--- src/rtl/serial_crc_engine.sv ---
// -----------------------------------------------------------------------------
// serial_crc_engine
//   Bit-serial CRC generator / checker for the UART/link datapath.
//   Frame bits are absorbed MSB-first, one per CLK while Active is high, into a
//   left-shifting Galois LFSR. When Active falls the engine either shifts the
//   CRC out serially under Out_en flow control (generate mode) or reports
//   whether the residue is zero (check mode, frame already carries its CRC).
//
// Parameters
//   CRC_WIDTH  CRC register width, 2..32
//   POLY       generator polynomial, implicit x^CRC_WIDTH term omitted
//   SEED       LFSR value at reset, on Init and at every frame start
//
// Ports
//   CLK         in  clock, rising edge
//   Reset       in  asynchronous active-low reset
//   Init        in  synchronous clear, overrides every other input
//   Data        in  serial data bit, sampled while Active=1
//   Active      in  frame-data qualifier, 1->0 ends the frame
//   Mode_check  in  sampled at frame end: 1=check, 0=generate
//   Out_en      in  downstream ready, one CRC bit per cycle with Out_en=1
//   CRC         out serial CRC bit, MSB first
//   CRC_valid   out CRC bit qualifier
//   CRC_last    out marks the final CRC bit (together with CRC_valid)
//   Busy        out high while shifting the CRC out; Active ignored then
//   Crc_done    out one-cycle pulse, check result valid
//   Crc_ok      out check result (residue zero), held until next result
// -----------------------------------------------------------------------------
module serial_crc_engine #(
  parameter int                   CRC_WIDTH = 8,
  parameter logic [CRC_WIDTH-1:0] POLY      = 8'h07,
  parameter logic [CRC_WIDTH-1:0] SEED      = 8'h00
) (
  input  logic CLK,
  input  logic Reset,
  input  logic Init,
  input  logic Data,
  input  logic Active,
  input  logic Mode_check,
  input  logic Out_en,
  output logic CRC,
  output logic CRC_valid,
  output logic CRC_last,
  output logic Busy,
  output logic Crc_done,
  output logic Crc_ok
);

  localparam int                 CNT_W    = $clog2(CRC_WIDTH);
  localparam logic [CNT_W-1:0]   CNT_ZERO = CNT_W'(1'b0);
  localparam logic [CNT_W-1:0]   CNT_INC  = CNT_W'(1'b1);
  // Emission ends on this count, so the counter can never wrap.
  localparam logic [CNT_W-1:0]   CNT_LAST = CNT_W'(CRC_WIDTH - 1);
  localparam logic [CRC_WIDTH-1:0] ZERO_W = {CRC_WIDTH{1'b0}};

  typedef enum logic [1:0] {
    ST_IDLE = 2'd0,
    ST_CALC = 2'd1,
    ST_SEND = 2'd2
  } state_e;

  // One MSB-first Galois LFSR step absorbing data bit d.
  function automatic logic [CRC_WIDTH-1:0] crc_step(
    input logic [CRC_WIDTH-1:0] lfsr,
    input logic                 d
  );
    logic fb;
    fb       = lfsr[CRC_WIDTH-1] ^ d;
    crc_step = {lfsr[CRC_WIDTH-2:0], 1'b0} ^ (fb ? POLY : ZERO_W);
  endfunction

  state_e                 state_q;
  logic [CRC_WIDTH-1:0]   lfsr_q;
  logic [CNT_W-1:0]       cnt_q;
  logic                   crc_q;
  logic                   crc_valid_q;
  logic                   crc_last_q;
  logic                   crc_done_q;
  logic                   crc_ok_q;

  logic [CRC_WIDTH-1:0]   seed_step_d;
  logic [CRC_WIDTH-1:0]   lfsr_step_d;
  logic [CRC_WIDTH-1:0]   lfsr_shift_d;

  // Candidate next LFSR values: first bit of a frame, later bits, emit shift.
  always_comb begin
    seed_step_d  = crc_step(SEED, Data);
    lfsr_step_d  = crc_step(lfsr_q, Data);
    lfsr_shift_d = {lfsr_q[CRC_WIDTH-2:0], 1'b0};
  end

  // Frame FSM with all registered outputs.
  always_ff @(posedge CLK or negedge Reset) begin
    if (!Reset) begin
      state_q     <= ST_IDLE;
      lfsr_q      <= SEED;
      cnt_q       <= CNT_ZERO;
      crc_q       <= 1'b0;
      crc_valid_q <= 1'b0;
      crc_last_q  <= 1'b0;
      crc_done_q  <= 1'b0;
      crc_ok_q    <= 1'b0;
    end else if (Init) begin
      state_q     <= ST_IDLE;
      lfsr_q      <= SEED;
      cnt_q       <= CNT_ZERO;
      crc_q       <= 1'b0;
      crc_valid_q <= 1'b0;
      crc_last_q  <= 1'b0;
      crc_done_q  <= 1'b0;
      crc_ok_q    <= 1'b0;
    end else begin
      // Qualifiers and the done pulse are only high in the cycle that sets them.
      crc_valid_q <= 1'b0;
      crc_last_q  <= 1'b0;
      crc_done_q  <= 1'b0;
      case (state_q)
        ST_IDLE: begin
          if (Active) begin
            lfsr_q  <= seed_step_d;
            state_q <= ST_CALC;
          end
        end
        ST_CALC: begin
          if (Active) begin
            lfsr_q <= lfsr_step_d;
          end else if (Mode_check) begin
            crc_ok_q   <= (lfsr_q == ZERO_W);
            crc_done_q <= 1'b1;
            lfsr_q     <= SEED;
            state_q    <= ST_IDLE;
          end else begin
            cnt_q   <= CNT_ZERO;
            state_q <= ST_SEND;
          end
        end
        ST_SEND: begin
          // Active is deliberately ignored here; Out_en=0 stalls everything.
          if (Out_en) begin
            crc_q       <= lfsr_q[CRC_WIDTH-1];
            crc_valid_q <= 1'b1;
            if (cnt_q == CNT_LAST) begin
              crc_last_q <= 1'b1;
              lfsr_q     <= SEED;
              cnt_q      <= CNT_ZERO;
              state_q    <= ST_IDLE;
            end else begin
              lfsr_q <= lfsr_shift_d;
              cnt_q  <= cnt_q + CNT_INC;
            end
          end
        end
        default: begin
          state_q <= ST_IDLE;
          lfsr_q  <= SEED;
          cnt_q   <= CNT_ZERO;
        end
      endcase
    end
  end

  assign CRC       = crc_q;
  assign CRC_valid = crc_valid_q;
  assign CRC_last  = crc_last_q;
  assign Crc_done  = crc_done_q;
  assign Crc_ok    = crc_ok_q;
  assign Busy      = (state_q == ST_SEND);

endmodule

--- config.mk ---
export PLATFORM = sky130hd
export DESIGN_NAME = serial_crc_engine
export DESIGN_NICKNAME = d
export VERILOG_FILES = /design/src/rtl/serial_crc_engine.sv
export SDC_FILE = /design/constraint.sdc
export NUM_CORES = 1
export LEC_CHECK = 0
export CAP_MARGIN = 10
export CELL_PAD_IN_SITES_DETAIL_PLACEMENT = 1
export CELL_PAD_IN_SITES_GLOBAL_PLACEMENT = 1
export CORE_MARGIN = 2
export CORE_UTILIZATION = 40
export CTS_CLUSTER_DIAMETER = 40
export DETAILED_ROUTE_END_ITERATION = 12
export PLACE_DENSITY = 0.78
export SLEW_MARGIN = 10
export SYNTH_ARGS = -nofsm -noshare
export SYNTH_HDL_FRONTEND = slang
export SYNTH_SLANG_ARGS = --single-unit
--- constraint.sdc ---
create_clock -name CLK -period 1.75 [get_ports CLK]
set_input_delay 0.35 -clock CLK [delete_from_list [all_inputs] [get_ports CLK]]
set_output_delay 0.35 -clock CLK [all_outputs]
set_load 0.01 [all_outputs]
==> results.cfg, run 1 <==
[finish]
area.growth.synth_to_final_pct = 28.23
fin_area_um2 = 1205
diodes = 0
final_common_cell = dfrtp_1
nets = 122
final_cell_mix = 18 x dfrtp_1, 11 x clkdlybuf4s50_1, 10 x buf_4
final_cell_count_no_fill = 140
drive_gt1_share_pct = 21.43

[grt]
grt_pass1_wl_um = 3684
use_met1_pct = 21.72
track_usage_pct = 18.92
met3_usage_pct = 3.714
grt_start_max_net_pins = 19
antenna_found_initial = 0
busiest_layer = met2
use_met2_pct = 33.96
overflow = 0
grt_pass1_vias = 816

[power]
irDropWorstVdd_v = 0.0006115
power.leakage_nw = 0.5464
p_total_mw = 0.8139
power_density_nw_per_um2 = 675.5

[routing]
routed_wl_um = 2241
drt_iter0_drc = 7
route.vias.total = 762
via_per_inst = 5.443
drc = 0
drt-wirelength-per-cell_um = 16.01
drt-pass1-iter-count = 4
ant_nets = 0

[logic_synthesis]
syn-num-nets = 98
ys.warnings.count = 0
netlist_area_um2 = 939.7
syn_inst = 89
syn_avg_cell_area_um2 = 10.56
ys_ff_latch = 18
yosysSeqAreaShare_pct = 47.94
synth_cell_types = 30

[place]
dp_hpwl_um = 1662
gp_congestion = 0.8021
pre_cts_ws_ns = -0.1197
place_inst = 135
io_buffers = 12
place_area_um2 = 1141

[sta]
finalHoldViolCount = 0
tightestPinTransition_ns = 0.4145
fin_crit_ns = 1.650
skew_ns = 0.001424
max_freq_ghz = 0.6059
setup_ws_ns = 0.09952
setup_violations = 0
fin_tns_setup_ns = 0
drv_slew = 0
fin_crit_sh_pct = 94.31
max_slew_margin_pct = 72.28
rsz0062_at_grt = false

[floorplanning]
core_region_area_um2 = 2212
fp.dieH_um = 52.47
fp.dieW_um = 52.47
die_area_um2 = 2753
io_pins = 13
initial_core_util_pct = 42.48
row_count = 17

[setup_path]
slowest_stage = dfrtp_1
path_common_cell = buf_4
slowest_delay_ns = 0.41
critPathBufInv = 2
arrival_ns = 1.84
critical_path_depth = 6
critPathKind = flip-flop to flip-flop
reg2reg_depth = 6
end_kind = flip-flop
crit_family = flip-flops
cp_max_fo = 9
crit_chain = buf_4 > buf_4 > nor3b_2 > o22a_1 > nor2_2 > mux2_2
worst_setup_path_start_kind = flip-flop
worst_ep_required_time_ns = 1.94

[job]
maxCapViolations = 0

[clock_tree]
cts-buffers-inserted = 3
clockBufferDepth = 2
cts_root_buf = clkbuf_4
h-tree-depth = 1
cts_tree = done
clock_latency_ns = 0.29
cts_hold_buf = 0
clk_pin_slew_worst_paths_ns = 0.10
clock_sinks = 18

[hold_path]
hold_class = input port to async pin

[run_status]
status = completed
timing repair:
action                                  CTS  global route
setup buffers                             1             0
endpoints found under the setup margin    1             6
gates cloned                              0             0
pin swaps                                 0             1
gates resized for setup                   2             3
Yosys cell counts:
master,number,area (um2)
dfrtp_1,18,450.4
a211o_1,1,8.760
inv_1,3,11.26
a22o_1,5,43.79
nand2b_1,7,43.79
o31ai_1,3,22.52
nor3_2,1,10.01
and3_1,1,6.260
and2_1,1,6.260
nor3_1,3,15.01
nor3b_1,2,15.01
or3b_1,1,8.760
nor2_2,1,6.260
nor3b_2,1,12.51
o22a_1,2,17.52
or3b_4,1,11.26
nor4b_2,1,15.01
ha_1,2,25.02
buf_2,2,10.01
nor2_1,5,18.77
a21oi_4,1,16.27
o21ai_0,1,5.000
mux2_2,1,11.26
buf_6,1,11.26
nand3_1,1,5.000
mux2i_1,4,40.04
nand2_1,8,30.03
nand3b_1,1,7.510
nor4_1,4,25.02
a21oi_1,6,30.03
layout make-up:
| type | count | area [um2] |
|---|---|---|
| Clock buffer | 4 | 36.28 |
| Fill cell | 253 | 1007 |
| Inverter | 3 | 11.26 |
| Multi-Input combinational cell | 65 | 478.0 |
| Sequential cell | 18 | 450.4 |
| Tap cell | 28 | 35.03 |
| Timing Repair Buffer | 22 | 193.9 |
cells by family after synthesis:
| logic type | count (synthesis) | synth area share, % |
|---|---|---|
| simple gates | 39 | 25.17 |
| compound gates | 19 | 15.31 |
| flops | 18 | 47.94 |
| buf+inv | 6 | 3.462 |
| mux | 5 | 5.459 |
| fa+ha+maj | 2 | 2.663 |
registers in the layout, summed over array words and instances, names as in the netlist:
signal	count
CRC_last	1
cnt_q	3
state_q	2
lfsr_q	8
CRC	1
Crc_done	1
CRC_valid	1
Crc_ok	1
through the flow:
| stage | util [%] | hold slack, ns |
|---|---|---|
| floorplan | - | 0.05441 |
| global placement | 51.58 | 0.5127 |
| detailed placement | 51.58 | 0.5173 |
| CTS | 53.85 | 0.3763 |
| global route | 54.47 | 0.3838 |
| finish | 54.47 | 0.3861 |
layer usage:
| metal | up-vias | routed length [um] |
|---|---|---|
| met5 | - | 0 |
| met4 | 0 | 21 |
| met3 | 2 | 73 |
| met2 | 13 | 1175 |
| met1 | 379 | 972 |
| li1 | 368 | - |
power breakdown:
part | switching (mW) | internal [mW]
Sequential | 0.00901 | 0.426
Clock | 0.129 | 0.127
Combinational | 0.0650 | 0.0584
worst paths after layout:
| kind | slack [ns] | startpoint | to |
|---|---|---|---|
| min reg2reg | 0.53 | cnt_q[1] | cnt_q[1] |
| max in group asynchronous | 1.17 | Reset | state_q[1] |
| min | 0.39 | Reset | lfsr_q[4] |
| max reg2reg | 0.1 | state_q[0] | cnt_q[0] |
| max | 0.1 | state_q[0] | cnt_q[0] |
| min in group CLK | 0.53 | cnt_q[1] | cnt_q[1] |
No activity file was read; power rests on OpenSTA's default activity.
==> run 2, diff against run 1 <==
- GPL_ROUTABILITY_DRIVEN: unset -> 1
==> results of run 2 <==
Final layout, timing and power as in run 1 (identical DEF).
